==> src/rtl/ctl_round.sv <==
// ctl_round: game-flow sequencer feeding ctl_duck -- duck launches, ammo,
// escape timing, hit counting, round progression and game over.
//
// state     | meaning
// IDLE      | power-up, waiting for a start_btn rise
// NEW_GAME  | one cycle, clears round/score and launches duck 1
// LAUNCH    | one cycle, game_start high, launch parameters valid
// FLYING    | duck in the air: shots, hit detection, fly timeout
// GRACE     | two cycles after the last shot so a late hit still counts
// FALLING   | hit duck falling, wait for duck_hit to drop
// ESCAPE    | missed duck leaves the screen, ammo forced empty
// NEXT      | one cycle, decide next launch, round advance or game over
// GAME_OVER | round failed, waiting for a start_btn rise
module ctl_round #(
  parameter int          DUCKS_PER_ROUND = 10,
  parameter int          PASS_HITS       = 6,
  parameter int          SHOTS_PER_DUCK  = 3,
  parameter int          FLY_TIMEOUT     = 300,
  parameter int          ESCAPE_FRAMES   = 60,
  parameter int          BASE_H_SPD      = 2,
  parameter int          BASE_V_SPD      = 4,
  parameter logic [15:0] LFSR_SEED       = 16'hACE1
) (
  input  logic       clk,
  input  logic       rst,
  input  logic       new_frame,
  input  logic       start_btn,
  input  logic       shot,
  input  logic       duck_hit,
  output logic       game_start,
  output logic       no_ammo,
  output logic [1:0] ammo,
  output logic       duck_direction,
  output logic [4:0] duck_h_spd,
  output logic [4:0] duck_v_spd,
  output logic [9:0] duck_start_x,
  output logic [3:0] duck_index,
  output logic [3:0] hit_count,
  output logic [3:0] round_num,
  output logic       game_over
);

  localparam int TMR_MAX = (FLY_TIMEOUT > ESCAPE_FRAMES) ? FLY_TIMEOUT : ESCAPE_FRAMES;
  localparam int TW      = $clog2(TMR_MAX + 1);

  typedef enum logic [3:0] {
    S_IDLE, S_NEW_GAME, S_LAUNCH, S_FLYING, S_GRACE,
    S_FALLING, S_ESCAPE, S_NEXT, S_GAME_OVER
  } state_t;

  state_t        state;
  logic [15:0]   lfsr;
  logic          lfsr_fb;
  logic          start_q, hit_q;
  logic          start_rise, hit_rise, hit_fall;
  logic [TW-1:0] tmr;
  logic          grace_cnt;

  logic          load_launch, round_adv;
  logic [3:0]    launch_rnd, launch_idx, round_inc;

  function automatic logic [4:0] sat5(input logic [5:0] v);
    sat5 = v[5] ? 5'd31 : v[4:0];
  endfunction

  assign lfsr_fb    = lfsr[15] ^ lfsr[13] ^ lfsr[12] ^ lfsr[10];
  assign start_rise = start_btn & ~start_q;
  assign hit_rise   = duck_hit & ~hit_q;
  assign hit_fall   = ~duck_hit & hit_q;
  assign no_ammo    = (ammo == 2'd0);
  assign round_inc  = (round_num == 4'd15) ? 4'd15 : round_num + 4'd1;

  // Launch decision shared by NEW_GAME and NEXT so both load identical parameters.
  always_comb begin
    load_launch = 1'b0;
    round_adv   = 1'b0;
    launch_rnd  = round_num;
    launch_idx  = duck_index + 4'd1;
    if (state == S_NEW_GAME) begin
      load_launch = 1'b1;
    end else if (state == S_NEXT) begin
      if (duck_index < 4'(DUCKS_PER_ROUND)) begin
        load_launch = 1'b1;
      end else if (hit_count >= 4'(PASS_HITS)) begin
        load_launch = 1'b1;
        round_adv   = 1'b1;
        launch_rnd  = round_inc;
        launch_idx  = 4'd1;
      end
    end
  end

  always_ff @(posedge clk or posedge rst) begin
    if (rst) begin
      state          <= S_IDLE;
      lfsr           <= LFSR_SEED;
      start_q        <= 1'b0;
      hit_q          <= 1'b0;
      tmr            <= '0;
      grace_cnt      <= 1'b0;
      game_start     <= 1'b0;
      ammo           <= 2'd0;
      duck_direction <= 1'b0;
      duck_h_spd     <= 5'd0;
      duck_v_spd     <= 5'd0;
      duck_start_x   <= 10'd0;
      duck_index     <= 4'd0;
      hit_count      <= 4'd0;
      round_num      <= 4'd0;
      game_over      <= 1'b0;
    end else begin
      lfsr       <= {lfsr[14:0], lfsr_fb};
      start_q    <= start_btn;
      hit_q      <= duck_hit;
      game_start <= 1'b0;

      case (state)
        S_IDLE, S_GAME_OVER: begin
          if (start_rise) begin
            state      <= S_NEW_GAME;
            round_num  <= 4'd0;
            hit_count  <= 4'd0;
            duck_index <= 4'd0;
            game_over  <= 1'b0;
          end
        end
        S_NEW_GAME: state <= S_LAUNCH;
        S_LAUNCH:   state <= S_FLYING;
        S_FLYING: begin
          if (hit_rise) begin
            hit_count <= hit_count + 4'd1;
            state     <= S_FALLING;
          end else if (shot && ammo == 2'd1) begin
            ammo      <= 2'd0;
            grace_cnt <= 1'b1;
            state     <= S_GRACE;
          end else begin
            if (shot && ammo != 2'd0)
              ammo <= ammo - 2'd1;
            if (new_frame) begin
              if (tmr == TW'(1)) begin
                ammo  <= 2'd0;
                tmr   <= TW'(ESCAPE_FRAMES);
                state <= S_ESCAPE;
              end else begin
                tmr <= tmr - TW'(1);
              end
            end
          end
        end
        S_GRACE: begin
          if (hit_rise) begin
            hit_count <= hit_count + 4'd1;
            state     <= S_FALLING;
          end else if (grace_cnt) begin
            grace_cnt <= 1'b0;
          end else begin
            tmr   <= TW'(ESCAPE_FRAMES);
            state <= S_ESCAPE;
          end
        end
        S_FALLING: if (hit_fall) state <= S_NEXT;
        S_ESCAPE: begin
          ammo <= 2'd0;
          if (new_frame) begin
            if (tmr == TW'(1)) state <= S_NEXT;
            else               tmr   <= tmr - TW'(1);
          end
        end
        S_NEXT: begin
          if (round_adv) hit_count <= 4'd0;
          if (load_launch) begin
            state <= S_LAUNCH;
          end else begin
            state     <= S_GAME_OVER;
            game_over <= 1'b1;
          end
        end
        default: state <= S_IDLE;
      endcase

      // Parameters are sampled from the LFSR on the edge entering LAUNCH and
      // then held until the next launch.
      if (load_launch) begin
        game_start     <= 1'b1;
        ammo           <= 2'(SHOTS_PER_DUCK);
        duck_index     <= launch_idx;
        round_num      <= launch_rnd;
        tmr            <= TW'(FLY_TIMEOUT);
        duck_direction <= lfsr[9];
        duck_start_x   <= 10'd64 + {1'b0, lfsr[8:0]};
        duck_h_spd     <= sat5(6'(BASE_H_SPD) + {2'b00, launch_rnd});
        duck_v_spd     <= sat5(6'(BASE_V_SPD) + {4'b0000, lfsr[11:10]} + {2'b00, launch_rnd});
      end
    end
  end

endmodule

==> config.mk <==
export PLATFORM = sky130hd
export DESIGN_NAME = ctl_round
export DESIGN_NICKNAME = d
export VERILOG_FILES = /design/src/rtl/ctl_round.sv
export SDC_FILE = /design/constraint.sdc
export NUM_CORES = 1
export LEC_CHECK = 0
export CAP_MARGIN = 40
export CORE_ASPECT_RATIO = 0.5
export CORE_MARGIN = 2
export CORE_UTILIZATION = 28
export CTS_CLUSTER_DIAMETER = 50
export DETAILED_ROUTE_END_ITERATION = 8
export GPL_ROUTABILITY_DRIVEN = 0
export PLACE_DENSITY = 0.52
export SYNTH_ARGS = -nofsm -noshare
export SYNTH_HDL_FRONTEND = slang
export SYNTH_SLANG_ARGS = --single-unit
==> constraint.sdc <==
create_clock -name clk -period 3.47 [get_ports clk]
set_input_delay 0.347 -clock clk [delete_from_list [all_inputs] [get_ports clk]]
set_output_delay 0.347 -clock clk [all_outputs]
set_load 0.03 [all_outputs]
==> impl_metrics.csv <==
group,metric,value,unit
yosys,synth.avg_cell_area,10.1,um^2
route,vias_per_cell,4.78,
cells_and_area,layout.nets,409,
pwr,clock_power_share,0.241,
pwr,p_sw,1.47,mW
timing,rsz0062_at_grt,"no",
floorplan,start_util,0.289,
pwr,power_frac_seq,0.343,
yosys,ys_warn_count,0,
yosys,yosys_register_bits,69,
clocking,cts_setup_buffers,0,
clocking,clock-sinks,69,
route,finalWirelength,8090,um
hold_path,hold_class,"register to register",
critical_path,end_kind,"register",
clocking,postCtsHoldBufs,0,
critical_path,critical_path_required,3.67,ns
floorplan,dieHeight,82.4,um
pwr,powerDensity,807,nW/um^2
clocking,worst_setup_hold_path_clk_slew,0.06,ns
critical_path,cp_data_arrival_time,3.02,ns
global_route,grt_pass1_wl,13600,um
clocking,clockBufferDepth,2,
pwr,peakVddDrop,0.299,mV
critical_path,cp_max_fo,20,
yosys,seq_area_frac_synth,0.505,
place,place_hpwl,5670,um
route,first_pass_iters,4,
job,drv_cap,0,
global_route,grt-ovfl-total,0,
timing,finalSetupViolations,0,
floorplan,core.rowCount,28,
floorplan,dieArea,13200,um^2
timing,relSlewSlack,0.474,
floorplan,die_w,161,um
yosys,yosys-top-cells-count,"dfrtp_1, nand2_1, o21ai_0",
yosys,synth_edf_count,0,
pwr,p_sw_frac,0.420,
route,drtIter0Drc,248,
timing,fmax,0.355,GHz
global_route,grt_max_degree,38,
yosys,syn-cell-area,3440,um^2
clocking,cts_tree,"built",
clocking,numCtsBuffers,9,
clocking,clk_latency,0.34,ns
yosys,ys_async_sr_fraction,1.00,
yosys,synth.distinct_cells,64,
route,remaining_drc_errors,0,
cells_and_area,layout-drive-gt1-share,0.116,
route,ant_nets,0,
cells_and_area,areaGrowthSynthToFinish,26.3,%
yosys,synthFlopType,"dfrtp_1",
pwr,p_leak,1.89,nW
yosys,netlist.area_leader.share,0.443,
clocking,cts_resized,0,
status,status,"completed",
yosys,syn_nets,361,
cells_and_area,fillCellCount,1200,
yosys,synth_largest_area_cell,"dfrtp_1",
critical_path,start_kind,"register",
critical_path,crit_chain,"nand4b_1 > a211oi_2 > nand4_1 > o21a_1 > ha_1 > fa_1 > xnor2_1 > a21oi_1",
place,port-buffer-count,43,
timing,period_share,0.813,
yosys,synth_cells,342,
route,num_vias,2678,
critical_path,critPathMaxStageDelay,0.68,ns
global_route,antenna_found_initial,0,
yosys,synth.most_common_cell,"dfrtp_1",
timing,setup_tns,0,ns
pwr,totalPowerFinal,3.51,mW
timing,worst_pin_slew,0.780,ns
pwr,share_comb_of_total_power,0.417,
clocking,cts_htree_levels,3,
global_route,track_usage,0.132,
floorplan,coreArea,11900,um^2
floorplan,io_pins,44,
route,wl_per_cell,14.4,um
clocking,root_buffer,"clkbuf_16",
timing,skew,0.00876,ns
yosys,synth.area.top_cells,"dfrtp_1, nand2_1, dfstp_2",
critical_path,rrSetupSlack,0.65,ns
cells_and_area,diodes,0,
global_route,grt_pass1_vias,2626,
pwr,power.internal,2.04,mW
timing,finalHoldViolations,0,
timing,fin_crit,2.82,ns
critical_path,slowest_stage,"dfrtp_1",
timing,final_max_slew_viol_count,0,
critical_path,path_class,"register to register",
[critical path, delay by kind of cell (launching register included)]
kind,cells,cell delay [ns]
adders and majority gates,2,0.61
AOI/OAI and AO/OA,3,0.68
DFF,1,0.68
and+or+nand+nor,2,0.53
xor gates and xnor gates,1,0.17
[area by class of cell]
type                    count  area [um^2]  share of cell area
flip-flops and latches     69         1740               0.399
multi-input cells         245         1580               0.363
repair buffers             50          495               0.114
clock buffers              10          229              0.0527
well taps                 165          206              0.0475
inverters                  15         56.3              0.0129
clock inverters             6         47.5              0.0109
[placed cells by master (no fill, tap or decap), types with 3 or more instances in the layout]
cell type,Yosys,final
o21a_1,5,5
nand2_1,58,58
nand3_1,10,10
nor4b_1,3,3
nor3_1,7,7
xnor2_1,5,5
dfstp_2,8,8
o21ai_0,19,19
a21oi_1,17,17
o211ai_1,3,3
nor2b_1,6,6
mux2i_1,4,4
a31oi_1,4,4
o22ai_1,3,3
clkbuf_16,0,9
dfrtp_1,61,61
nor2_1,15,15
xor2_1,3,3
buf_4,2,6
nand4_1,4,4
clkdlybuf4s50_1,0,43
nand2b_1,10,10
nor4_1,3,3
ha_1,12,12
clkinv_4,0,3
a21o_1,5,5
nand3b_1,4,4
inv_1,14,13
[kinds of logic after synthesis]
family | Yosys count | share of synthesized area
AOI/OAI and AO/OA | 84 | 0.172
xor gates and xnor gates | 8 | 0.0204
adders and majority gates | 13 | 0.0494
buffers and inverters | 28 | 0.0374
DFF | 69 | 0.505
muxes | 5 | 0.0149
and+or+nand+nor | 135 | 0.201
[metrics by stage]
step                hold WS (ns)  area, um^2  cells  utilization  setup WS, ns
finish                     0.350        4350    560        0.365         0.651
detailed placement         0.345        4070    544        0.342         0.697
global route               0.375        4350    560        0.365         0.472
floorplan                  0.333        3440    342            -         0.821
global placement           0.338        4050    543        0.340         0.790
CTS                        0.355        4350    560        0.365         0.675
[flip-flops by register name (all words and copies together) (netlist names)]
signal	count
ammo	2
duck_direction	1
duck_h_spd	5
duck_index	4
duck_start_x	10
duck_v_spd	5
game_over	1
game_start	1
grace_cnt	1
hit_count	4
hit_q	1
lfsr	16
round_num	4
start_q	1
state	4
tmr	9
[layer usage]
| metal | GRT usage | vias to the layer above | routed length, um |
|---|---|---|---|
| li1 | - | 1315 | - |
| met4 | 0.0580 | 0 | 146 |
| met2 | 0.200 | 51 | 3580 |
| met3 | 0.0365 | 11 | 329 |
| met1 | 0.180 | 1301 | 4030 |
| met5 | 0 | - | 0 |
[power groups by stage]
stage / registers (mW) / logic [mW] / clock network [mW]
floorplan: 1.30 / 0.916 / 0
global placement: 1.21 / 1.47 / 0
detailed placement: 1.21 / 1.47 / 0
CTS: 1.20 / 1.48 / 0.872
global route: 1.23 / 1.62 / 0.907
finish: 1.20 / 1.46 / 0.844
[worst paths after layout]
kind,startpoint,endpoint,cells after the start
max in group asynchronous,rst,lfsr[10],4
worst min register to register,lfsr[14],lfsr[15],0
min in group asynchronous,rst,tmr[2],3
worst max-delay path,state[0],duck_v_spd[2],8
worst max register to register,state[0],duck_v_spd[2],8
worst min-delay path,lfsr[14],lfsr[15],0
No activity file was read; power rests on OpenSTA's default activity.
